<file path="src/rtl/mips_pkg.sv">
// rtl/mips_pkg.sv - shared MIPS pipeline widths, opcodes and IF/ID register type
package mips_pkg;

    localparam int unsigned PC_W    = 8;
    localparam int unsigned INSTR_W = 32;

    localparam logic [INSTR_W-1:0] NOP_INSTR = '0;

    localparam logic [5:0] OP_RTYPE = 6'b000000;
    localparam logic [5:0] OP_ADDI  = 6'b001000;
    localparam logic [5:0] OP_J     = 6'b000010;
    localparam logic [5:0] OP_BEQ   = 6'b000100;
    localparam logic [5:0] OP_LW    = 6'b100011;
    localparam logic [5:0] OP_SW    = 6'b101011;

    typedef struct packed {
        logic               valid;
        logic [PC_W-1:0]    pc;
        logic [INSTR_W-1:0] instr;
    } ifid_t;

endpackage

</file>
<file path="src/rtl/fetch_stage_if.sv">
// rtl/fetch_stage_if.sv - ROM, decode-control and IF/ID signals of the fetch stage
interface fetch_stage_if;
    import mips_pkg::*;

    logic [PC_W-1:0]    rom_addr_o;
    logic [INSTR_W-1:0] rom_q_i;
    logic               stall_i;
    logic               redirect_i;
    logic [PC_W-1:0]    redirect_pc_i;
    logic               if_valid_o;
    logic [INSTR_W-1:0] if_instr_o;
    logic [PC_W-1:0]    if_pc_o;
    logic [PC_W-1:0]    if_pc_plus1_o;

    modport master (
        output rom_addr_o,
        input  rom_q_i,
        input  stall_i,
        input  redirect_i,
        input  redirect_pc_i,
        output if_valid_o,
        output if_instr_o,
        output if_pc_o,
        output if_pc_plus1_o
    );

    modport slave (
        input  rom_addr_o,
        output rom_q_i,
        output stall_i,
        output redirect_i,
        output redirect_pc_i,
        input  if_valid_o,
        input  if_instr_o,
        input  if_pc_o,
        input  if_pc_plus1_o
    );

endinterface

</file>
<file path="src/rtl/fetch_stage.sv">
// rtl/fetch_stage.sv - MIPS IF stage: PC, 1-cycle synchronous ROM addressing, IF/ID register
module fetch_stage
    import mips_pkg::*;
#(
    parameter logic [PC_W-1:0] RESET_PC = '0
) (
    input  logic          clk,
    input  logic          rst,
    fetch_stage_if.master bus
);

    logic [PC_W-1:0] pc_q, pc_d;
    logic            f_vld_q, f_vld_d;
    ifid_t           ifid_q, ifid_d;

    // The ROM latches pc_d on the same edge pc_q takes it, so rom_q_i always matches pc_q.
    always_comb begin
        pc_d = pc_q + PC_W'(1);
        if (rst) begin
            pc_d = RESET_PC;
        end else if (bus.redirect_i) begin
            pc_d = bus.redirect_pc_i;
        end else if (!f_vld_q || bus.stall_i) begin
            pc_d = pc_q;
        end
    end

    assign f_vld_d = !rst;

    always_comb begin
        ifid_d = ifid_q;
        if (rst) begin
            ifid_d = '{valid: 1'b0, pc: '0, instr: NOP_INSTR};
        end else if (bus.redirect_i) begin
            ifid_d.valid = 1'b0;
            ifid_d.instr = NOP_INSTR;
        end else if (!bus.stall_i) begin
            ifid_d.valid = f_vld_q;
            ifid_d.instr = f_vld_q ? bus.rom_q_i : NOP_INSTR;
            ifid_d.pc    = pc_q;
        end
    end

    always_ff @(posedge clk) begin
        pc_q    <= pc_d;
        f_vld_q <= f_vld_d;
        ifid_q  <= ifid_d;
    end

    assign bus.rom_addr_o    = pc_d;
    assign bus.if_valid_o    = ifid_q.valid;
    assign bus.if_instr_o    = ifid_q.instr;
    assign bus.if_pc_o       = ifid_q.pc;
    assign bus.if_pc_plus1_o = ifid_q.pc + PC_W'(1);

endmodule
</file>
<file path="src/flat_wrapper.sv">
// flat-port wrapper written by rule: the top's interface ports become plain ports
module fetch_stage_flat import mips_pkg::*;
#(
    parameter logic [PC_W-1:0] RESET_PC = '0
)
  (clk, rst, bus_rom_addr_o, bus_rom_q_i, bus_stall_i, bus_redirect_i, bus_redirect_pc_i, bus_if_valid_o, bus_if_instr_o, bus_if_pc_o, bus_if_pc_plus1_o);
  fetch_stage_if bus_i ();
  input  logic clk;
  input  logic rst;
  output wire logic [$bits(bus_i.rom_addr_o)-1:0] bus_rom_addr_o;
  input wire logic [$bits(bus_i.rom_q_i)-1:0] bus_rom_q_i;
  input wire logic [$bits(bus_i.stall_i)-1:0] bus_stall_i;
  input wire logic [$bits(bus_i.redirect_i)-1:0] bus_redirect_i;
  input wire logic [$bits(bus_i.redirect_pc_i)-1:0] bus_redirect_pc_i;
  output wire logic [$bits(bus_i.if_valid_o)-1:0] bus_if_valid_o;
  output wire logic [$bits(bus_i.if_instr_o)-1:0] bus_if_instr_o;
  output wire logic [$bits(bus_i.if_pc_o)-1:0] bus_if_pc_o;
  output wire logic [$bits(bus_i.if_pc_plus1_o)-1:0] bus_if_pc_plus1_o;
  assign bus_rom_addr_o = bus_i.rom_addr_o;
  assign bus_i.rom_q_i = bus_rom_q_i;
  assign bus_i.stall_i = bus_stall_i;
  assign bus_i.redirect_i = bus_redirect_i;
  assign bus_i.redirect_pc_i = bus_redirect_pc_i;
  assign bus_if_valid_o = bus_i.if_valid_o;
  assign bus_if_instr_o = bus_i.if_instr_o;
  assign bus_if_pc_o = bus_i.if_pc_o;
  assign bus_if_pc_plus1_o = bus_i.if_pc_plus1_o;
  fetch_stage #(.RESET_PC(RESET_PC)) u_core (.clk(clk), .rst(rst), .bus(bus_i));
endmodule
</file>
<file path="config.mk">
export PLATFORM = sky130hd
export DESIGN_NAME = fetch_stage_flat
export DESIGN_NICKNAME = d
export VERILOG_FILES = /design/src/rtl/mips_pkg.sv /design/src/rtl/fetch_stage_if.sv /design/src/rtl/fetch_stage.sv /design/src/flat_wrapper.sv
export SDC_FILE = /design/constraint.sdc
export NUM_CORES = 1
export LEC_CHECK = 0
export BUFFER_PORTS_ARGS = -buffer_cell sky130_fd_sc_hd__buf_4
export CAP_MARGIN = 20
export CORE_MARGIN = 3
export CORE_UTILIZATION = 35
export CTS_CLUSTER_SIZE = 24
export DETAILED_ROUTE_END_ITERATION = 16
export GPL_TIMING_DRIVEN = 1
export HOLD_SLACK_MARGIN = 0.02
export PLACE_DENSITY_LB_ADDON = 0.12
export SLEW_MARGIN = 20
export SYNTH_ARGS = -nofsm -noshare
export SYNTH_HDL_FRONTEND = slang
export SYNTH_SLANG_ARGS = --single-unit
</file>
<file path="constraint.sdc">
create_clock -name clk -period 1.3 [get_ports clk]
set_input_delay 0.13 -clock clk [delete_from_list [all_inputs] [get_ports clk]]
set_output_delay 0.13 -clock clk [all_outputs]
set_load 0.03 [all_outputs]
</file>
After elaboration in Yosys (flattened, before gate mapping)
Index checks and enable logic that the tools add are counted.

Add/sub/neg operators: 2. Mux-type cells: 4. Bitwise operators: 2. Reductions and logical operators: 5.

Operators by type and width (count): 32-bit 2-to-1 mux (1); 8-bit 2-to-1 mux (3); 8-bit by 1-bit adder with 8-bit output (second input constant) (2); 1-bit logical NOT (2); 1-bit NOT (2); 2-bit AND reduction (1); 2-bit OR reduction (1); 1-bit logical OR (1).

Bits in registers: 50. Output and inout port bits: 57. Logic and storage cells: 18.

Depth between registers and ports, before layout
Depth after elaboration: 5. Depth in mapped cells: 6. Mapped depth without buffers: 4.

Worst setup path after synthesis
Ideal clock, no wire load.

Path kind: register to register. Start: register u_core.pc_q[2]. End: register u_core.pc_q[5]. Setup time: 214 ps. Arrival: 1800 ps. Data required time: 1086 ps. Path slack: -713 ps. Stages on the path, launching flop included: 4. Path buffers: 0. Period minus slack after synthesis: 2013 ps. Cell sequence: dfxtp_1 -> nand4b_4 -> or3_1 -> a311oi_1.

Word-level cells in the longest chain between the ends: 4.

RTL lines: start: declaration (RTL line fetch_stage.sv:12) `logic [PC_W-1:0] pc_q, pc_d;`; start signal: assignment (RTL line fetch_stage.sv:45) `pc_q <= pc_d;`; 8-bit by 1-bit adder with 8-bit output (RTL line fetch_stage.sv:18) `pc_d = pc_q + PC_W'(1);`; 8-bit 2-to-1 mux (RTL line fetch_stage.sv:23) `end else if (!f_vld_q || bus.stall_i) begin`; 8-bit 2-to-1 mux (RTL line fetch_stage.sv:21) `end else if (bus.redirect_i) begin`; 8-bit 2-to-1 mux (RTL line fetch_stage.sv:19) `if (rst) begin`; net bus_rom_addr_o[5] (RTL line flat_wrapper.sv:10) `output wire logic [$bits(bus_i.rom_addr_o)-1:0] bus_rom_addr_o;`.

The timed path passes the listed nets, and every way through them passes these cells. A chain may end at the register's enable or synchronous reset.

Worst setup path in the final report
Start: register u_core.pc_q[0]. End: output port bus_rom_addr_o[4].

Word-level cells in the longest chain between the ends: 4.

RTL lines (RTL line): 8-bit by 1-bit adder with 8-bit output (fetch_stage.sv:18); 8-bit 2-to-1 mux (fetch_stage.sv:23); 8-bit 2-to-1 mux (fetch_stage.sv:21); 8-bit 2-to-1 mux (fetch_stage.sv:19); end: declaration (flat_wrapper.sv:10).

Every way passes these cells.

==> flow_summary.yaml <==
run_status:
  run_status: "complete, but fails checks"
  violations: "negative setup slack"
global_routing:
  antenna_found_initial: 0
  grt_usage_pct: 18.4
  use_met1_pct: 22.4
  overflow: 0
  grt_max_degree: 34
  grt_util_met2_pct: 31.2
  grt_pass1_vias: 2062
  grt_use_met3_pct: 6.17
  busiest_layer: "met2"
  grt_pass1_wl_um: 9450
power_and_ir_drop:
  p_leak_nw: 1.52
  clkPwrFrac_pct: 30.0
  p_seq_share_pct: 49.2
  internal_power_mw: 2.36
  power_frac_comb_pct: 20.8
  p_switching_mw: 0.947
  vdd_drop_max_uv: 769
  switching_share_pct: 28.7
  p_per_area_mw_per_mm2: 937
critical_path:
  crit_type: "flip-flop to primary output"
  cp.arrival_ns: 1.66
  endpoint_kind: "primary output"
  cp_data_required_time_ns: 1.17
  start_kind: "flip-flop"
  crit_fanout: 5
synthesis:
  async_flop_share_pct: 0
  synth_top_area_share_pct: 51.4
  synth_top_area_cell: "dfxtp_1"
  synth.distinct_cells: 30
  avgSynthCellArea_um2: 9.09
  syn-cell-area_mm2: 0.00195
  seq_area_frac_synth_pct: 51.4
  syn-num-nets: 260
  synth_simple_gate_area_share_pct: 16.7
  synth_top_family_by_area: "compound AO/OA/AOI/OAI gates"
  synth_compound_area_share_pct: 22.0
  ys.flop_type: "dfxtp_1"
  synth_fa_ha_area_share_pct: 1.29
  synth-xor-area-share_pct: 3.60
  netlist_top_cells_area: "dfxtp_1 51%, a22oi_1 12%, nor2_1 7.7%, o21ai_0 3.6%, a21oi_1 2.3%"
  synth-warning-count: 0
  ys_ff_latch: 50
  syn_inst: 214
  synth-edff-count: 0
  synthMuxAreaShare_pct: 0.514
route:
  antenna_left: 0
  drc: 0
  wl_per_cell_um: 14.2
  totalWireLength_um: 5890
  drtIter0Drc: 69
  first_pass_iters: 4
  vias: 2055
  routed_via_density: 4.95
timing:
  relSlewSlack_pct: 71.1
  fin_skew_ns: 0.00521
  finalMaxSlewViolations: 0
  setup_ws_ns: -0.489
  layout_min_cycle_time_ns: 1.79
  tightest_slew_ns: 0.433
  fmax_mhz: 559
  finalSetupViolCount: 18
  hold_viol: 0
  rsz0062_at_grt: "yes"
  fin_crit_sh_pct: 138
floorplan:
  fp.dieArea_mm2: 0.00649
  io_pins: 101
  coreArea_mm2: 0.00524
  die-width_um: 80.6
  start_util_pct: 37.1
  dieHeight_um: 80.6
  num_rows: 26
clocking:
  cts_tree: "done"
  root_buffer: "clkbuf_8"
  clkTransAtPathRegs_ns: 0.09
  cts_buffers: 5
  clock_path_buffers: 2
  worstSkewPairLatency_ns: 0.31
  cts.sinks: 50
  htree_levels: 2
  hold_buffers: 0
final_layout:
  syn_to_final_growth_pct: 81.3
  utilization_pct: 67.3
  layout_common_cells: "114 x buf_4, 40 x nor2_1, 36 x dfxtp_1, 32 x a22oi_1, 22 x buf_6"
  regArea_mm2: 0.00104
  drive_gt1_share_pct: 55.7
  multi_input_area_mm2: 0.00115
  n_antenna_cell: 0
  n_fill_cell: 421
  final_common_cell: "buf_4"
  final_nets: 390
  finalNonFillerCells: 415
  final_area_mm2: 0.00353
hold_path:
  holdCritPathClass: "primary input to flip-flop"
place:
  placed_area_mm2: 0.00316
  dp_cells: 393
  port_buffers: 100
  place.gp.congestion: 0.769
  hpwl_um: 4120
flow_run:
  max_cap_viol_count: 0
-- logic make-up after synthesis --
family                     after synthesis
and+or+nand+nor                         69
adders and majority gates                2
muxes                                    1
AOI/OAI and AO/OA                       64
xor gates and xnor gates                 8
buffers and inverters                   20
DFF                                     50
-- state kept, by name (all words and copies together), names as in the netlist --
name                   count
u_core.bus.if_instr_o     32
u_core.bus.if_pc_o         8
u_core.bus.if_valid_o      1
u_core.f_vld_q             1
u_core.pc_q                8
-- area by class of cell --
class,count,share of cell area [%]
Tap cell,70,2.48
Multi-Input combinational cell,144,32.5
Inverter,5,0.532
Clock inverter,2,0.426
Clock buffer,6,2.34
Timing Repair Buffer,138,32.3
Sequential cell,50,29.4
-- worst paths after layout --
kind	startpoint	endpoint	slack, ns	cells after the start
setup / recovery	u_core.pc_q[0]	bus_rom_addr_o[4]	-0.49	5
hold reg to reg	u_core.pc_q[7]	u_core.bus.if_pc_o[7]	0.49	2
hold / removal	rst	u_core.f_vld_q	0.04	2
setup reg to reg	u_core.pc_q[0]	u_core.pc_q[6]	-0.09	7
-- through the flow --
stage               hold WS, ns  setup WS, ns  power [mW]  TNS [ns]
floorplan                 0.216        -0.172        1.98    -0.806
global route             0.0328        -0.544        3.45     -5.52
CTS                      0.0310        -0.505        3.30     -4.23
finish                   0.0366        -0.489        3.30     -4.51
global placement          0.358        -0.180        2.26    -0.789
detailed placement        0.357        -0.209        2.27    -0.972
-- timing repair --
item,in CTS,in global routing
resized for setup,28,13
pin swaps,14,10
buffers inserted,9,7
setup endpoints to repair,45,50
-- power groups by stage --
stage          combinational [mW]  clock, mW  sequential, mW
2_1_floorplan               0.273          0            1.71
3_3_place_gp                0.605          0            1.66
3_5_place_dp                0.613          0            1.66
4_1_cts                     0.667       1.01            1.62
5_1_grt                     0.740       1.07            1.63
6_report                    0.688      0.992            1.62
-- synth_stat cells (all sizes together) (3+ instances only) --
master,instances
xor2,3
a22oi,32
dfxtp,50
inv,5
nand3,4
xnor2,5
nor2,40
clkbuf,8
a211oi,3
or3,4
buf,7
a21oi,9
o21ai,14
nand2,12
-- routing by layer --
metal  part of all wire, %  vias up
met5                     0        -
met4                   1.2        0
met3                   8.9        7
met2                    50       68
met1                    40      965
li1                      -     1015
-- critical path: stages, from the launching register on --
cell,delay (ns)
dfxtp_4,0.41
ha_4,0.17
inv_2,0.04
o31a_1,0.30
a221oi_4,0.26
buf_6,0.17
Note: power is estimated with default switching activity, not from simulation.
